`src/rtl/load_store_pkg.sv`:
```
// Shared load/store definitions: LoadCon/StoreCon encodings, load FSM state, data width.
package load_store_pkg;

    localparam int unsigned XLEN = 32;

    typedef enum logic [2:0] {
        LC_LB  = 3'd0,
        LC_LH  = 3'd1,
        LC_LW  = 3'd2,
        LC_LBU = 3'd3,
        LC_LHU = 3'd4
    } load_con_e;

    localparam logic [1:0] SB = 2'd0;
    localparam logic [1:0] SH = 2'd1;
    localparam logic [1:0] SW = 2'd2;

    typedef enum logic [1:0] {
        ST_IDLE,
        ST_REQ,
        ST_WAIT,
        ST_DONE
    } lsu_state_e;

endpackage

```
`src/rtl/load_extract.sv`:
```
// Lane select and sign/zero extension of a returned word for LB/LH/LW/LBU/LHU.
module load_extract
    import load_store_pkg::*;
#(
    parameter int unsigned XLEN = 32
) (
    input  logic [XLEN-1:0] rdata,
    input  logic [2:0]      con,
    input  logic [1:0]      offset,
    output logic [XLEN-1:0] data
);

    logic [7:0]  byte_sel;
    logic [15:0] half_sel;

    always_comb begin
        byte_sel = rdata[{offset, 3'b000} +: 8];
        // Halfword lane follows addr[1] only, mirroring SH lane placement.
        half_sel = offset[1] ? rdata[16 +: 16] : rdata[0 +: 16];
        data     = '0;
        case (con)
            LC_LB:   data = {{(XLEN-8){byte_sel[7]}}, byte_sel};
            LC_LBU:  data = {{(XLEN-8){1'b0}}, byte_sel};
            LC_LH:   data = {{(XLEN-16){half_sel[15]}}, half_sel};
            LC_LHU:  data = {{(XLEN-16){1'b0}}, half_sel};
            LC_LW:   data = rdata;
            default: data = '0;
        endcase
    end

endmodule

```
`src/rtl/load_align_unit.sv`:
```
// Load alignment unit: one load at a time from MEM stage to the data-memory port and back to writeback.
// Optional LOAD_MISALIGN_TRAP_EN: misaligned LH/LHU/LW fault immediately without a memory access.
module load_align_unit
    import load_store_pkg::*;
#(
    parameter int unsigned XLEN = 32,
    parameter int unsigned RD_W = 5
) (
    input  logic            clk,
    input  logic            rst_n,
    input  logic            ld_valid,
    output logic            ld_ready,
    input  logic [XLEN-1:0] ld_addr,
    input  logic [2:0]      ld_con,
    input  logic [RD_W-1:0] ld_rd,
    output logic            mem_req,
    output logic [XLEN-1:0] mem_addr,
    input  logic            mem_gnt,
    input  logic            mem_rvalid,
    input  logic [XLEN-1:0] mem_rdata,
    input  logic            mem_err,
    output logic            wb_valid,
    input  logic            wb_ready,
    output logic [XLEN-1:0] wb_data,
    output logic [RD_W-1:0] wb_rd,
    output logic            wb_err,
    output logic            busy
);

    lsu_state_e      state_q, state_d;
    logic [XLEN-1:0] addr_q, addr_d;
    logic [2:0]      con_q, con_d;
    logic [RD_W-1:0] rd_q, rd_d;
    logic [XLEN-1:0] wb_data_q, wb_data_d;
    logic [RD_W-1:0] wb_rd_q, wb_rd_d;
    logic            wb_err_q, wb_err_d;
    logic            mem_req_q, mem_req_d;
    logic            wb_valid_q, wb_valid_d;
    logic            busy_q, busy_d;
    logic [XLEN-1:0] ext_data;
    logic            accept;
    logic            new_trap;

    load_extract #(.XLEN(XLEN)) u_extract (
        .rdata  (mem_rdata),
        .con    (con_q),
        .offset (addr_q[1:0]),
        .data   (ext_data)
    );

    assign ld_ready = (state_q == ST_IDLE) || ((state_q == ST_DONE) && wb_ready);
    assign accept   = ld_valid && ld_ready;

`ifdef LOAD_MISALIGN_TRAP_EN
    assign new_trap = (((ld_con == LC_LH) || (ld_con == LC_LHU)) && ld_addr[0])
                   || ((ld_con == LC_LW) && (ld_addr[1:0] != 2'b00));
`else
    assign new_trap = 1'b0;
`endif

    always_comb begin
        state_d   = state_q;
        addr_d    = addr_q;
        con_d     = con_q;
        rd_d      = rd_q;
        wb_data_d = wb_data_q;
        wb_rd_d   = wb_rd_q;
        wb_err_d  = wb_err_q;

        case (state_q)
            ST_REQ: begin
                if (mem_gnt) state_d = ST_WAIT;
            end
            ST_WAIT: begin
                if (mem_rvalid) begin
                    state_d   = ST_DONE;
                    wb_data_d = mem_err ? '0 : ext_data;
                    wb_err_d  = mem_err;
                    wb_rd_d   = rd_q;
                end
            end
            ST_DONE: begin
                if (wb_ready) state_d = ST_IDLE;
            end
            default: ;
        endcase

        // Acceptance in IDLE or in DONE overrides the default transition above.
        if (accept) begin
            addr_d = ld_addr;
            con_d  = ld_con;
            rd_d   = ld_rd;
            if (new_trap) begin
                state_d   = ST_DONE;
                wb_data_d = '0;
                wb_err_d  = 1'b1;
                wb_rd_d   = ld_rd;
            end else begin
                state_d = ST_REQ;
            end
        end

        mem_req_d  = (state_d == ST_REQ);
        wb_valid_d = (state_d == ST_DONE);
        busy_d     = (state_d != ST_IDLE);
    end

    always_ff @(posedge clk or negedge rst_n) begin
        if (!rst_n) begin
            state_q    <= ST_IDLE;
            addr_q     <= '0;
            con_q      <= '0;
            rd_q       <= '0;
            wb_data_q  <= '0;
            wb_rd_q    <= '0;
            wb_err_q   <= 1'b0;
            mem_req_q  <= 1'b0;
            wb_valid_q <= 1'b0;
            busy_q     <= 1'b0;
        end else begin
            state_q    <= state_d;
            addr_q     <= addr_d;
            con_q      <= con_d;
            rd_q       <= rd_d;
            wb_data_q  <= wb_data_d;
            wb_rd_q    <= wb_rd_d;
            wb_err_q   <= wb_err_d;
            mem_req_q  <= mem_req_d;
            wb_valid_q <= wb_valid_d;
            busy_q     <= busy_d;
        end
    end

    assign mem_req  = mem_req_q;
    assign mem_addr = {addr_q[XLEN-1:2], 2'b00};
    assign wb_valid = wb_valid_q;
    assign wb_data  = wb_data_q;
    assign wb_rd    = wb_rd_q;
    assign wb_err   = wb_err_q;
    assign busy     = busy_q;

endmodule

```
`config.mk`:
```
export PLATFORM = sky130hd
export DESIGN_NAME = load_align_unit
export DESIGN_NICKNAME = d
export VERILOG_FILES = /design/src/rtl/load_store_pkg.sv /design/src/rtl/load_extract.sv /design/src/rtl/load_align_unit.sv
export SDC_FILE = /design/constraint.sdc
export NUM_CORES = 1
export LEC_CHECK = 0
export ABC_CLOCK_PERIOD_IN_PS = 2200
export BUFFER_PORTS_ARGS = -buffer_cell sky130_fd_sc_hd__buf_2
export CAP_MARGIN = 20
export CORE_AREA = 2 2 93 95
export CTS_CLUSTER_DIAMETER = 50
export DETAILED_ROUTE_END_ITERATION = 8
export DIE_AREA = 0 0 95 97
export PLACE_DENSITY = 0.77
export RECOVER_POWER = 100
export SYNTH_ARGS = -nofsm -noshare
export SYNTH_HDL_FRONTEND = slang
export SYNTH_SLANG_ARGS = --single-unit
```
`constraint.sdc`:
```
create_clock -name clk -period 2.2 [get_ports clk]
set_clock_uncertainty 0.2 [all_clocks]
set_input_delay 0.22 -clock clk [delete_from_list [all_inputs] [get_ports clk]]
set_output_delay 0.22 -clock clk [all_outputs]
set_load 0.02 [all_outputs]
```
# ---- Yosys cells after proc, flatten, opt, wreduce, memory -nomap -nowiden
# Cells that the tools add are included.
dict set report classes {
  n_shift 1
  n_eq_ne 9
  muxes 8
  reduce_logical 7
}
# op n
set op_table {}
lappend op_table {{case mux 32 bit (5 select lines)} 1}
lappend op_table {{2-to-1 mux 32 bit} 1}
lappend op_table {{indexed part select 32 x 6 -> 8 bit} 1}
lappend op_table {{2-to-1 mux 16 bit} 1}
lappend op_table {{2-to-1 mux 2 bit} 4}
lappend op_table {{equality test 2 bit, second input constant} 3}
lappend op_table {{equality test 3 x 2 -> 1 bit, second input constant} 2}
lappend op_table {{case mux 2 bit (3 select lines)} 1}
lappend op_table {{equality test 2 x 1 -> 1 bit, second input constant} 2}
lappend op_table {{equality test 3 x 1 -> 1 bit, second input constant} 1}
lappend op_table {{equality test 3 bit, second input constant} 1}
lappend op_table {{logical NOT 3 bit} 1}
lappend op_table {{logical AND 1 bit} 2}
lappend op_table {{logical NOT 2 bit} 1}
lappend op_table {{AND reduction 2 bit} 1}
lappend op_table {{nonzero test 2 bit} 1}
lappend op_table {{logical OR 1 bit} 1}
dict set report totals {
  in_bits 79
  register_bits 83
  wordCells 35
  out_inout_bits 74
}

# ---- Logic depth before layout (Yosys ltp)
dict set report depth {
  depth_word 6
  ltp_mapped 8
  depth_no_buf 4
}

# ---- Modules after synthesis
# From an unflattened synthesis, not the netlist that was laid out.
dict set report hier_totals {
  cells_unflattened 521
  hier_area_um2 5370.2
}
# mod seq_area_each_um2 n_inst cells_each area_per_inst_um2
set by_module_without_submodules {}
lappend by_module_without_submodules {load_align_unit 2077.0 1 441 4635.7}
lappend by_module_without_submodules {load_extract 0.0 1 80 734.5}

# ---- Worst setup path before layout
# Ideal clock, no wire load.
dict set report synth_path {
  path_type {reg2reg}
  startpoint {register state_q[1]}
  endpoint {register addr_q[10]}
  period_less_slack_ns 2.170
  n_path_buf 1
  arrival_ns 1.846
  slack_ns 0.030
  required_ns 1.875
  setup_time_ns 0.125
  stages_incl_launch_ff 5
  cell_sequence {dfrtp_1 o21ai_0 nand2_1 buf_2 mux2_2}
}
dict set report synth_between {
  elab_chain_cells 4
  word_cells_on_any_way 5
  classes_between {eq/ne: 1; reduce/logical: 4}
}
# item line_no
set synth_rtl {}
lappend synth_rtl {{start, declared} load_align_unit.sv:30} ;# lsu_state_e state_q, state_d;
lappend synth_rtl {{start signal, assigned} load_align_unit.sv:121} ;# state_q <= state_d;
lappend synth_rtl {{equality test 2 bit} load_align_unit.sv:51} ;# assign ld_ready = (state_q == ST_IDLE) || ((state_q == ST_DONE) && wb_ready);
lappend synth_rtl {{logical AND 1 bit} load_align_unit.sv:51}
lappend synth_rtl {{logical OR 1 bit (*)} load_align_unit.sv:51}
lappend synth_rtl {{net ld_ready} load_align_unit.sv:12} ;# output logic ld_ready,
lappend synth_rtl {{logical AND 1 bit (*)} load_align_unit.sv:52} ;# assign accept = ld_valid && ld_ready;
lappend synth_rtl {{end signal, assigned} load_align_unit.sv:122} ;# addr_q <= addr_d;
lappend synth_rtl {{end, declared} load_align_unit.sv:31} ;# logic [XLEN-1:0] addr_q, addr_d;
# Mark *: on every way through the listed nets, which the timed path passes. The rest lies on a longest branch.
# A chain may end at the register's enable or synchronous reset.

# ---- Final worst setup path
dict set report layout_path {
  startpoint {input port mem_rdata[31]}
  endpoint {register wb_data_q[23] (netlist: wb_data[23])}
}
dict set report layout_between {
  elab_chain_cells 3
  word_cells_on_any_way 4
  classes_between {shift: 1; mux: 3}
}
# item line_no
set layout_rtl {}
lappend layout_rtl {{start, declared} load_align_unit.sv:20} ;# input logic [XLEN-1:0] mem_rdata,
lappend layout_rtl {{indexed part select 32 x 6 -> 8 bit or 2-to-1 mux 16 bit (tied branches)} {load_extract.sv:17, load_extract.sv:19}}
lappend layout_rtl {{case mux 32 bit (5 select lines) (*)} load_extract.sv:21} ;# case (con)
lappend layout_rtl {{2-to-1 mux 32 bit (*)} load_align_unit.sv:77} ;# wb_data_d = mem_err ? '0 : ext_data;
lappend layout_rtl {{end signal, assigned} load_align_unit.sv:125} ;# wb_data_q <= wb_data_d;
lappend layout_rtl {{end, declared} load_align_unit.sv:34} ;# logic [XLEN-1:0] wb_data_q, wb_data_d;
# Mark *: on every way between the ends. The rest lies on a longest branch, timed or not.

==> impl_metrics.sql <==
INSERT INTO impl_metrics (metric_group, metric, value, unit) VALUES
('sta', 'grt_setup_unrepaired', 'false', ''),
('sta', 'max_slew_headroom', '38.7', '%'),
('worst_hold_path', 'holdCritPathClass', 'in -> reg', ''),
('outcome', 'run_status', 'finished clean', ''),
('route', 'vias', '3261', ''),
('final_layout', 'layout_common_cells', '83 x dfrtp_1, 76 x buf_2, 74 x clkbuf_1, 70 x dlygate4sd3_1, 46 x mux2_2', ''),
('setup_path', 'worstPathArrival', '2.16', 'ns'),
('setup_path', 'rrSetupSlack', '0.15', 'ns'),
('cts', 'insertion_delay', '0.35', 'ns'),
('worst_hold_path', 'hp-start', 'wb_ready', ''),
('cts', 'clk_path_buf_depth', '2', ''),
('route', 'dr.pass1.iters', '4', ''),
('sta', 'fmax', '469', 'MHz'),
('placed_design', 'place_worst_setup_slack', '0.0943', 'ns'),
('flow_run', 'cap_violations', '0', ''),
('cts', 'clock_sink_count', '83', ''),
('final_layout', 'layout-drive-gt1-share', '31.5', '%'),
('yosys', 'main_combinational_cell_family_by_area_after_synthesis', 'multiplexers', ''),
('yosys', 'synthesis.yosys.warnings', '0', ''),
('power_and_ir_drop', 'netSwitchingPower', '2.98', 'mW'),
('setup_path', 'setup.worst_path.start_class', 'input port', ''),
('yosys', 'yosys.area_share.xor_xnor', '0.442', '%'),
('placed_design', 'dpl.hpwl', '7100', 'um'),
('route', 'routedWlPerCell', '16.5', 'um'),
('final_layout', 'antenna_cells_inserted', '0', ''),
('placed_design', 'placement.cell_area', '4630', 'um^2'),
('placed_design', 'numPortBuffers', '150', ''),
('global_routing', 'initial_antenna_violation_count', '0', ''),
('worst_hold_path', 'timing.hold.worst_path_depth', '3', ''),
('power_and_ir_drop', 'switching_share', '41.7', '%'),
('yosys', 'synth.ff_latch_count', '83', ''),
('setup_path', 'timing.critical_path.from', 'mem_rdata[31]', ''),
('setup_path', 'worstReg2RegStart', 'state_q[0]', ''),
('cts', 'cts-root-buf', 'clkbuf_8', ''),
('power_and_ir_drop', 'vdd_drop_max', '0.000770', 'V'),
('route', 'drc_errors', '0', ''),
('sta', 'report.final.slew_viol_count', '0', ''),
('yosys', 'adder_and_majority_cell_fraction_of_the_synthesized_area', '0', '%'),
('yosys', 'synthesis.area_per_instance', '12.3', 'um^2'),
('power_and_ir_drop', 'seq_power_share', '36.7', '%'),
('yosys', 'top_cells_by_area_synth', 'dfrtp_1 52%, mux2_2 13%, buf_4 6.4%', ''),
('power_and_ir_drop', 'internal-power', '4.17', 'mW'),
('floorplanning', 'floorplan.die.height', '97', 'um'),
('setup_path', 'r2r_endpoint', 'wb_data[8]', ''),
('yosys', 'synth_enable_flop_cells', '0', ''),
('sta', 'timing.final.crit_period', '2.13', 'ns'),
('setup_path', 'setup.worst_path.end_class', 'register', ''),
('yosys', 'synth-seq-area-share', '52.4', '%'),
('yosys', 'synthesized_instance_count', '323', ''),
('worst_hold_path', 'worst_hold_path.endpoint', 'wb_valid', ''),
('yosys', 'netlist.top_cell.by_area', 'dfrtp_1', ''),
('yosys', 'post_synth_mux_area_share', '15.6', '%'),
('setup_path', 'ff2ff_path_depth', '4', ''),
('final_layout', 'area_growth_syn_to_layout', '36.4', '%'),
('setup_path', 'cp.required', '2.23', 'ns'),
('setup_path', 'maximum_fanout_along_the_worst_path', '16', ''),
('sta', 'final.setup.worst_slack', '0.0676', 'ns'),
('sta', 'finalSetupViolCount', '0', ''),
('floorplanning', 'core.rowCount', '33', ''),
('floorplanning', 'die_width', '95', 'um'),
('yosys', 'yosysUniqueCellTypes', '42', ''),
('setup_path', 'setup.worst_path.class', 'in -> reg', ''),
('global_routing', 'maximum_number_of_pins_on_one_net_before_global_route_repair', '48', ''),
('sta', 'tightest_slew', '0.919', 'ns'),
('route', 'route.detailed.vias_per_inst', '5.22', ''),
('cts', 'htree_levels', '3', ''),
('power_and_ir_drop', 'pwr-share-clk', '15.5', '%'),
('cts', 'cts_tree', 'done', ''),
('power_and_ir_drop', 'leakagePower', '2.47', 'nW'),
('placed_design', 'gpl.final_weighted_congestion', '0.817', ''),
('sta', 'setup-tns-final', '0', 'ns');
## cell usage after synthesis, types with 2 or more instances
cell type,instances
o21ai_0,3
nor2_1,3
buf_4,34
o221ai_1,7
dfrtp_1,83
nand2_1,23
nand2b_1,5
nor3b_1,9
mux2i_1,8
buf_2,11
inv_1,9
a221o_1,17
nor3_1,9
nor2b_1,4
buf_6,2
clkbuf_1,5
mux2_2,46
o211ai_2,8
a31oi_1,7
a21oi_1,8
## routing by layer
layer	share of wire [%]	up-vias	global-route usage, %
met1	40	1577	26.4
met4	2.7	0	9.36
li1	-	1518	-
met5	0	-	0
met2	51	142	38.6
met3	6.2	24	4.44
## power by group through the flow
stage	logic, mW	clock network (mW)	registers, mW
after floorplan	2.52	0	2.88
after global placement	3.44	0	2.59
after detailed placement	3.53	0	2.63
after CTS	3.63	1.14	2.60
after global routing	3.67	1.19	2.71
final	3.42	1.11	2.63
## cells by family after synthesis
group | count (synthesis)
xor+xnor | 2
buf+inv | 61
simple gates | 60
flops | 83
compound gates | 61
other cells | 1
mux | 55
## worst max-delay path by stage
stage          cells after the start  slack (ns)           to
3_3_place_gp                       4        0.20  wb_data[15]
3_5_place_dp                       4        0.09  wb_data[30]
2_1_floorplan                      4        0.03   addr_q[10]
5_1_grt                            5       0.007   wb_data[8]
6_report                           7        0.07  wb_data[23]
4_1_cts                            4         0.1  wb_data[30]
## critical path, cell delays in order
cell and delay [ns]:
dlygate4sd3_1 0.54, clkbuf_2 0.15, mux4_2 0.50, nor2_1 0.20, a211oi_4 0.06, buf_4 0.21
a221o_1 0.27
## flip-flops by register name (all words and copies together), names as in the netlist
signal	count
con_q	3
addr_q	32
mem_req	1
wb_rd	5
wb_err	1
busy	1
wb_data	32
state_q	2
rd_q	5
wb_valid	1
## per-stage QoR
step           hold slack, ns  instances  utilization, %
2_1_floorplan          -0.276        324               -
3_3_place_gp          0.00567        540            56.9
3_5_place_dp           0.0120        540            56.9
4_1_cts              0.000255        625            68.0
5_1_grt                0.0267        625            66.5
6_report               0.0192        625            66.5
## final cells by class
class	count	area, um^2
flip-flops and latches	83	2080
clock buffers	11	151
fillers	651	2730
repair buffers	233	1460
well taps	105	131
clock inverters	4	48.8
inverters	9	33.8
multi-input cells	180	1500
## repair_timing
| action | in CTS | in global routing |
|---|---|---|
| hold endpoints to repair | 106 | 0 |
| hold buffers | 70 | 0 |
| gates resized for setup | 0 | 1 |
| endpoints found under the setup margin | 0 | 16 |
| setup buffers | 0 | 0 |
No activity file was read; power rests on OpenSTA's default activity.
